<file path="src/rtl/vga_pattern_if.sv">
// Pixel-side bundle of the VGA pattern generator: timing inputs in, registered colour and syncs out.
// The master modport is the timing/board side, the slave modport is the pattern generator.
interface vga_pattern_if #(
    parameter int COLOR_BITS = 2,
    parameter int COORD_W    = 10
);
    logic                  vga_pixel_active;
    logic [COORD_W-1:0]    vga_x;
    logic [COORD_W-1:0]    vga_y;
    logic                  vga_hsync_in;
    logic                  vga_vsync_in;
    logic [COLOR_BITS-1:0] vga_r;
    logic [COLOR_BITS-1:0] vga_g;
    logic [COLOR_BITS-1:0] vga_b;
    logic                  vga_hsync;
    logic                  vga_vsync;

    modport master (
        output vga_pixel_active, vga_x, vga_y, vga_hsync_in, vga_vsync_in,
        input  vga_r, vga_g, vga_b, vga_hsync, vga_vsync
    );

    modport slave (
        input  vga_pixel_active, vga_x, vga_y, vga_hsync_in, vga_vsync_in,
        output vga_r, vga_g, vga_b, vga_hsync, vga_vsync
    );
endinterface

</file>
<file path="src/rtl/vga_pattern_gen.sv">
// VGA test-pattern generator with frame-aligned mode switching and a 1-cycle colour/sync pipeline.
// Define VGA_PATTERN_ANIM_EN to build the frame counter and the animated stripe mode (mode 4).
//
// state       | meaning
// ST_WAIT_FS  | after reset: blank output until the first frame start
// ST_RUN      | rendering the active mode
module vga_pattern_gen #(
    parameter int       COLOR_BITS   = 2,
    parameter int       COORD_W      = 10,
    parameter int       H_ACTIVE     = 640,
    parameter int       V_ACTIVE     = 480,
    parameter int       CHECK_SHIFT  = 5,
    parameter int       STRIPE_SHIFT = 4,
    parameter int       FRAME_W      = 8,
    parameter logic     SYNC_IDLE    = 1'b1
) (
    input  logic               clk,
    input  logic               rst_n,
    vga_pattern_if.slave       bus,
    input  logic [2:0]         mode_sel,
    input  logic               mode_load,
    output logic [2:0]         active_mode,
    output logic [FRAME_W-1:0] frame_cnt
);
    localparam logic [0:0]            ST_WAIT_FS = 1'b0;
    localparam logic [0:0]            ST_RUN     = 1'b1;
    localparam logic [COLOR_BITS-1:0] MAX        = '1;
    localparam int                    BAR_W      = H_ACTIVE / 8;

    if (CHECK_SHIFT >= COORD_W || STRIPE_SHIFT >= COORD_W || COORD_W < COLOR_BITS + 3) begin : g_param_check
        $error("vga_pattern_gen: pattern shift or tile bits exceed COORD_W");
    end

    logic [0:0]            r_state;
    logic [2:0]            r_pending_mode;
    logic [2:0]            r_active_mode;
    logic [COLOR_BITS-1:0] r_r, r_g, r_b;
    logic                  r_hsync, r_vsync;

    logic                  w_fs;
    logic [2:0]            w_mode;
    logic                  w_render;
    logic [COLOR_BITS-1:0] w_x_tile, w_y_tile, w_grad;
    logic [COORD_W-1:0]    w_bar_idx;
    logic [2:0]            w_bar_clamped;
    logic [2:0]            w_bar_code;
    logic                  w_checker;
    logic [COLOR_BITS-1:0] w_r, w_g, w_b;

    assign w_fs     = bus.vga_pixel_active && (bus.vga_x == '0) && (bus.vga_y == '0);
    // The frame-start pixel is already drawn in the newly applied mode.
    assign w_mode   = w_fs ? r_pending_mode : r_active_mode;
    assign w_render = bus.vga_pixel_active && (w_fs || (r_state == ST_RUN));

    assign w_x_tile      = bus.vga_x[3 +: COLOR_BITS];
    assign w_y_tile      = bus.vga_y[3 +: COLOR_BITS];
    assign w_grad        = bus.vga_x[COORD_W-1 -: COLOR_BITS];
    assign w_bar_idx     = bus.vga_x / COORD_W'(BAR_W);
    assign w_bar_clamped = (w_bar_idx > COORD_W'(7)) ? 3'd7 : w_bar_idx[2:0];
    assign w_bar_code    = 3'd7 - w_bar_clamped;
    assign w_checker     = bus.vga_x[CHECK_SHIFT] ^ bus.vga_y[CHECK_SHIFT];

`ifdef VGA_PATTERN_ANIM_EN
    logic [FRAME_W-1:0] r_frame_cnt;
    logic [COORD_W-1:0] w_stripe_sum;

    assign w_stripe_sum = bus.vga_x + bus.vga_y + COORD_W'(r_frame_cnt);
    assign frame_cnt    = r_frame_cnt;

    // Counts on the edge that registers the frame-start pixel, so that pixel sees the old value.
    always_ff @(posedge clk) begin
        if (!rst_n) begin
            r_frame_cnt <= '0;
        end else if (w_fs) begin
            r_frame_cnt <= r_frame_cnt + 1'b1;
        end
    end
`else
    assign frame_cnt = '0;
`endif

    always_comb begin
        w_r = '0;
        w_g = '0;
        w_b = '0;
        if (w_render) begin
            case (w_mode)
                3'd0: begin
                    if (bus.vga_x == '0) begin
                        w_r = MAX;
                    end else if (bus.vga_x == COORD_W'(H_ACTIVE - 1)) begin
                        w_g = MAX;
                    end else if (bus.vga_y == '0) begin
                        w_b = MAX;
                    end else if (bus.vga_y == COORD_W'(V_ACTIVE - 1)) begin
                        w_r = MAX;
                        w_g = MAX;
                        w_b = MAX;
                    end else begin
                        w_r = w_x_tile;
                        w_g = w_y_tile;
                        w_b = ~(w_x_tile ^ w_y_tile);
                    end
                end
                3'd1: begin
                    w_r = {COLOR_BITS{w_bar_code[2]}};
                    w_g = {COLOR_BITS{w_bar_code[1]}};
                    w_b = {COLOR_BITS{w_bar_code[0]}};
                end
                3'd2: begin
                    w_r = {COLOR_BITS{w_checker}};
                    w_g = {COLOR_BITS{w_checker}};
                    w_b = {COLOR_BITS{w_checker}};
                end
                3'd3: begin
                    w_r = w_grad;
                    w_g = w_grad;
                    w_b = w_grad;
                end
`ifdef VGA_PATTERN_ANIM_EN
                3'd4: begin
                    w_r = {COLOR_BITS{w_stripe_sum[STRIPE_SHIFT]}};
                    w_g = {COLOR_BITS{w_stripe_sum[STRIPE_SHIFT]}};
                    w_b = {COLOR_BITS{w_stripe_sum[STRIPE_SHIFT]}};
                end
`endif
                default: begin
                    w_r = '0;
                    w_g = '0;
                    w_b = '0;
                end
            endcase
        end
    end

    always_ff @(posedge clk) begin
        if (!rst_n) begin
            r_state        <= ST_WAIT_FS;
            r_pending_mode <= 3'd0;
            r_active_mode  <= 3'd0;
        end else begin
            if (w_fs) begin
                r_state       <= ST_RUN;
                r_active_mode <= r_pending_mode;
            end
            if (mode_load) begin
                r_pending_mode <= mode_sel;
            end
        end
    end

    always_ff @(posedge clk) begin
        if (!rst_n) begin
            r_r     <= '0;
            r_g     <= '0;
            r_b     <= '0;
            r_hsync <= SYNC_IDLE;
            r_vsync <= SYNC_IDLE;
        end else begin
            r_r     <= w_r;
            r_g     <= w_g;
            r_b     <= w_b;
            r_hsync <= bus.vga_hsync_in;
            r_vsync <= bus.vga_vsync_in;
        end
    end

    assign bus.vga_r     = r_r;
    assign bus.vga_g     = r_g;
    assign bus.vga_b     = r_b;
    assign bus.vga_hsync = r_hsync;
    assign bus.vga_vsync = r_vsync;
    assign active_mode   = r_active_mode;
endmodule
</file>
<file path="src/flat_wrapper.sv">
// flat-port wrapper written by rule: the top's interface ports become plain ports
module vga_pattern_gen_flat 
#(
    parameter int       COLOR_BITS   = 2,
    parameter int       COORD_W      = 10,
    parameter int       H_ACTIVE     = 640,
    parameter int       V_ACTIVE     = 480,
    parameter int       CHECK_SHIFT  = 5,
    parameter int       STRIPE_SHIFT = 4,
    parameter int       FRAME_W      = 8,
    parameter logic     SYNC_IDLE    = 1'b1
)
  (clk, rst_n, mode_sel, mode_load, active_mode, frame_cnt, bus_vga_pixel_active, bus_vga_x, bus_vga_y, bus_vga_hsync_in, bus_vga_vsync_in, bus_vga_r, bus_vga_g, bus_vga_b, bus_vga_hsync, bus_vga_vsync);
  vga_pattern_if #(.COLOR_BITS(COLOR_BITS), .COORD_W(COORD_W)) bus_i ();
  input  logic clk;
  input  logic rst_n;
  input  logic [2:0] mode_sel;
  input  logic mode_load;
  output logic [2:0] active_mode;
  output logic [FRAME_W-1:0] frame_cnt;
  input wire logic [$bits(bus_i.vga_pixel_active)-1:0] bus_vga_pixel_active;
  input wire logic [$bits(bus_i.vga_x)-1:0] bus_vga_x;
  input wire logic [$bits(bus_i.vga_y)-1:0] bus_vga_y;
  input wire logic [$bits(bus_i.vga_hsync_in)-1:0] bus_vga_hsync_in;
  input wire logic [$bits(bus_i.vga_vsync_in)-1:0] bus_vga_vsync_in;
  output wire logic [$bits(bus_i.vga_r)-1:0] bus_vga_r;
  output wire logic [$bits(bus_i.vga_g)-1:0] bus_vga_g;
  output wire logic [$bits(bus_i.vga_b)-1:0] bus_vga_b;
  output wire logic [$bits(bus_i.vga_hsync)-1:0] bus_vga_hsync;
  output wire logic [$bits(bus_i.vga_vsync)-1:0] bus_vga_vsync;
  assign bus_i.vga_pixel_active = bus_vga_pixel_active;
  assign bus_i.vga_x = bus_vga_x;
  assign bus_i.vga_y = bus_vga_y;
  assign bus_i.vga_hsync_in = bus_vga_hsync_in;
  assign bus_i.vga_vsync_in = bus_vga_vsync_in;
  assign bus_vga_r = bus_i.vga_r;
  assign bus_vga_g = bus_i.vga_g;
  assign bus_vga_b = bus_i.vga_b;
  assign bus_vga_hsync = bus_i.vga_hsync;
  assign bus_vga_vsync = bus_i.vga_vsync;
  vga_pattern_gen #(.COLOR_BITS(COLOR_BITS), .COORD_W(COORD_W), .H_ACTIVE(H_ACTIVE), .V_ACTIVE(V_ACTIVE), .CHECK_SHIFT(CHECK_SHIFT), .STRIPE_SHIFT(STRIPE_SHIFT), .FRAME_W(FRAME_W), .SYNC_IDLE(SYNC_IDLE)) u_core (.clk(clk), .rst_n(rst_n), .bus(bus_i), .mode_sel(mode_sel), .mode_load(mode_load), .active_mode(active_mode), .frame_cnt(frame_cnt));
endmodule
</file>
<file path="config.mk">
export PLATFORM = sky130hd
export DESIGN_NAME = vga_pattern_gen_flat
export DESIGN_NICKNAME = d
export VERILOG_FILES = /design/src/rtl/vga_pattern_if.sv /design/src/rtl/vga_pattern_gen.sv /design/src/flat_wrapper.sv
export SDC_FILE = /design/constraint.sdc
export NUM_CORES = 1
export LEC_CHECK = 0
export BUFFER_PORTS_ARGS = -buffer_cell sky130_fd_sc_hd__buf_4
export CAP_MARGIN = 20
export CORE_ASPECT_RATIO = 1.25
export CORE_UTILIZATION = 45
export DETAILED_ROUTE_END_ITERATION = 12
export GPL_TIMING_DRIVEN = 0
export PLACE_DENSITY = 0.91
export SLEW_MARGIN = 10
export SYNTH_ARGS = -nofsm -noshare
export SYNTH_HDL_FRONTEND = slang
export SYNTH_SLANG_ARGS = --single-unit
export TNS_END_PERCENT = 100
</file>
<file path="constraint.sdc">
create_clock -name clk -period 2.3 [get_ports clk]
set_clock_uncertainty 0.2 [all_clocks]
set_input_delay 0 -clock clk [delete_from_list [all_inputs] [get_ports clk]]
set_output_delay 0 -clock clk [all_outputs]
set_load 0.05 [all_outputs]
</file>
==> impl_metrics.ini <==
[global_route]
overflow = 0
grt_pass1_vias = 933
grt_pass1_wl_um = 4010
grt_max_degree = 11
antenna_found_initial = 0
track_usage = 0.240

[die]
die_w_um = 43.4
ios = 48
die_y_um = 53.8
core_um2 = 2000
dieArea_um2 = 2340
row_count = 18
start_util = 0.482

[logic_synthesis]
synth_area_um2 = 966
yosysSeqAreaShare = 0.311
avgSynthCellArea_um2 = 8.40
synth_commonest_cells = dfxtp_1 (15), nor2_1 (10), buf_4 (8), mux2i_1 (8), nor2b_1 (8)
synth_top_area_share = 0.311
synth_compound_area_frac = 0.133
netlist_instances = 115
yosysWarnings = 0
synth_edf_count = 0
synth_top_flop_cell = dfxtp_1
ys_types = 38
synth_fa_ha_area_frac = 0
synthSimpleGateAreaFrac = 0.341
synth_top_family_by_area = simple AND/OR/NAND/NOR gates
synth-xor-area-share = 0.0272
synth_area_leaders = dfxtp_1 (31%), mux2i_1 (8.3%), buf_4 (6.2%), nor2b_1 (5.2%), nand2b_1 (4.5%)
synth.most_common_cell = dfxtp_1
synth_seq_cells = 15
synthMuxAreaShare = 0.0984
yosysTopAreaCell = dfxtp_1
async_reset_ff_frac = 0

[final_layout]
area_delta_synth_final_pct = 57.8
antenna_cells = 0
drive_gt1_frac = 0.290
finalNonFillerCells = 203
fin_nets = 213

[clocking]
cts.repair.resized = 0
ctsLongestPathBuffers = 2
root_buffer = clkbuf_4
numCtsBuffers = 3
clock-sinks = 15
htreeDepth = 1
clk_pin_slew_worst_paths_ps = 90
cts_tree = done
clk_latency_ps = 290

[timing]
fin_setup_tns_ps = 0
hold_viol = 0
grt_setup_unrepaired = false
max_freq_mhz = 460
period_needed_ps = 2170
period_share = 0.945
setup_viol = 0
drv_slew = 0

[placed_design]
routabilityCongestion = 0.786
hpwl_um = 1790
dp_cells = 178
portBuffers = 36

[routing]
routed_wl_um = 2740
via_count = 1119
dr.pass1.iters = 8
antenna_left = 0
drc = 6
vias_per_cell = 5.51
avgRoutedWirePerCell_um = 13.5
drt_iter0_drc = 39

[status]
violations = DRC
status = complete, but fails checks

[run]
drv_cap = 0

[hold_path]
hold_path_class = input port to register

[pwr]
leakage_nw = 0.642
vdd.ir_drop.worst_v = 0.000286
power_density_nw_per_um2 = 394

[critical_path]
critPathLaunchType = input port
path_cells = dlygate4sd3_1 > buf_4 > nor4_1 > and3_2 > and3_1 > buf_6 > mux2i_1 > nand3_1 > a31oi_1
slowest_delay_ps = 530
crit_arrival_ps = 2200
slowest_stage = dlygate4sd3_1
cp_max_fo = 7
path_class = input port to register
required_ps = 2320
endpoint_kind = register
r2r_slack_ps = 290
registers in the layout (all words and copies together), names as in the netlist:
register / cells
u_core.active_mode: 3
u_core.bus.vga_b: 2
u_core.bus.vga_g: 2
u_core.bus.vga_hsync: 1
u_core.bus.vga_r: 2
u_core.bus.vga_vsync: 1
u_core.r_pending_mode: 3
u_core.r_state: 1
cells in the final DEF, fill, tap and decap left out, types with 4 or more instances in the layout:
master | netlist | layout
nand2b_1 | 7 | 7
nor2b_1 | 8 | 8
mux2i_1 | 8 | 8
dfxtp_1 | 15 | 15
nor3_1 | 4 | 4
nor2_1 | 10 | 10
o21ai_0 | 6 | 6
nand2_1 | 5 | 5
a31oi_1 | 6 | 6
conb_1 | 1 | 8
buf_4 | 8 | 44
dlygate4sd3_1 | 0 | 21
what timing repair did:
| item | CTS | global route |
|---|---|---|
| hold endpoints to repair | 15 | 1 |
| setup buffers | 0 | 0 |
| hold buffers | 20 | 1 |
area by class of cell:
cell class / instances / area, um^2
Timing Repair Buffer: 57 / 480
Buffer: 12 / 82.6
Tap cell: 20 / 25.0
Clock buffer: 4 / 26.3
Sequential cell: 15 / 300
Fill cell: 148 / 480
Multi-Input combinational cell: 95 / 609
through the flow:
stage	hold WS, ps	setup WS (ps)	instance area (um^2)	utilization	power (mW)
floorplan	-127	411	992	-	0.360
global placement	-13.4	115	1290	0.642	0.412
detailed placement	-9.06	30.1	1290	0.642	0.414
CTS	2.37	158	1510	0.755	0.587
global route	32.1	63.1	1520	0.760	0.624
finish	33.6	126	1520	0.760	0.601
worst max-delay path, delay by kind of cell:
kind	cells	cell delay [ps]
AO/OA/AOI/OAI	1	210
multiplexers	1	230
buffers and inverters	3	830
AND/OR/NAND/NOR	4	910
kinds of logic after synthesis:
| family | Yosys count |
|---|---|
| other cells | 1 |
| xor+xnor | 3 |
| flops | 15 |
| buf+inv | 12 |
| mux | 9 |
| simple gates | 54 |
| compound gates | 21 |
power by group:
group          switching [mW]  internal (mW)  total, mW
Clock                  0.0892         0.0677      0.157
Sequential            0.00415          0.264      0.269
Combinational          0.0871         0.0881      0.175
path summary, 6_finish.rpt:
kind                                               start                        to  cells after the start
worst min-delay path                        bus_vga_x[4]       u_core.bus.vga_b[1]                      4
worst max-delay path                        bus_vga_x[9]       u_core.bus.vga_g[1]                      9
worst min register to register            u_core.r_state            u_core.r_state                      1
worst max register to register  u_core.r_pending_mode[1]  u_core.r_pending_mode[1]                      4
metal layers:
metal / wire [um] / global-route usage / vias to the layer above
met3: 188 / 0.0336 / 13
met1: 1030 / 0.264 / 503
li1: - / - / 541
met5: 0 / 0 / -
met4: 110 / 0.172 / 0
met2: 1410 / 0.422 / 62
(Power assumes the default switching activity.)
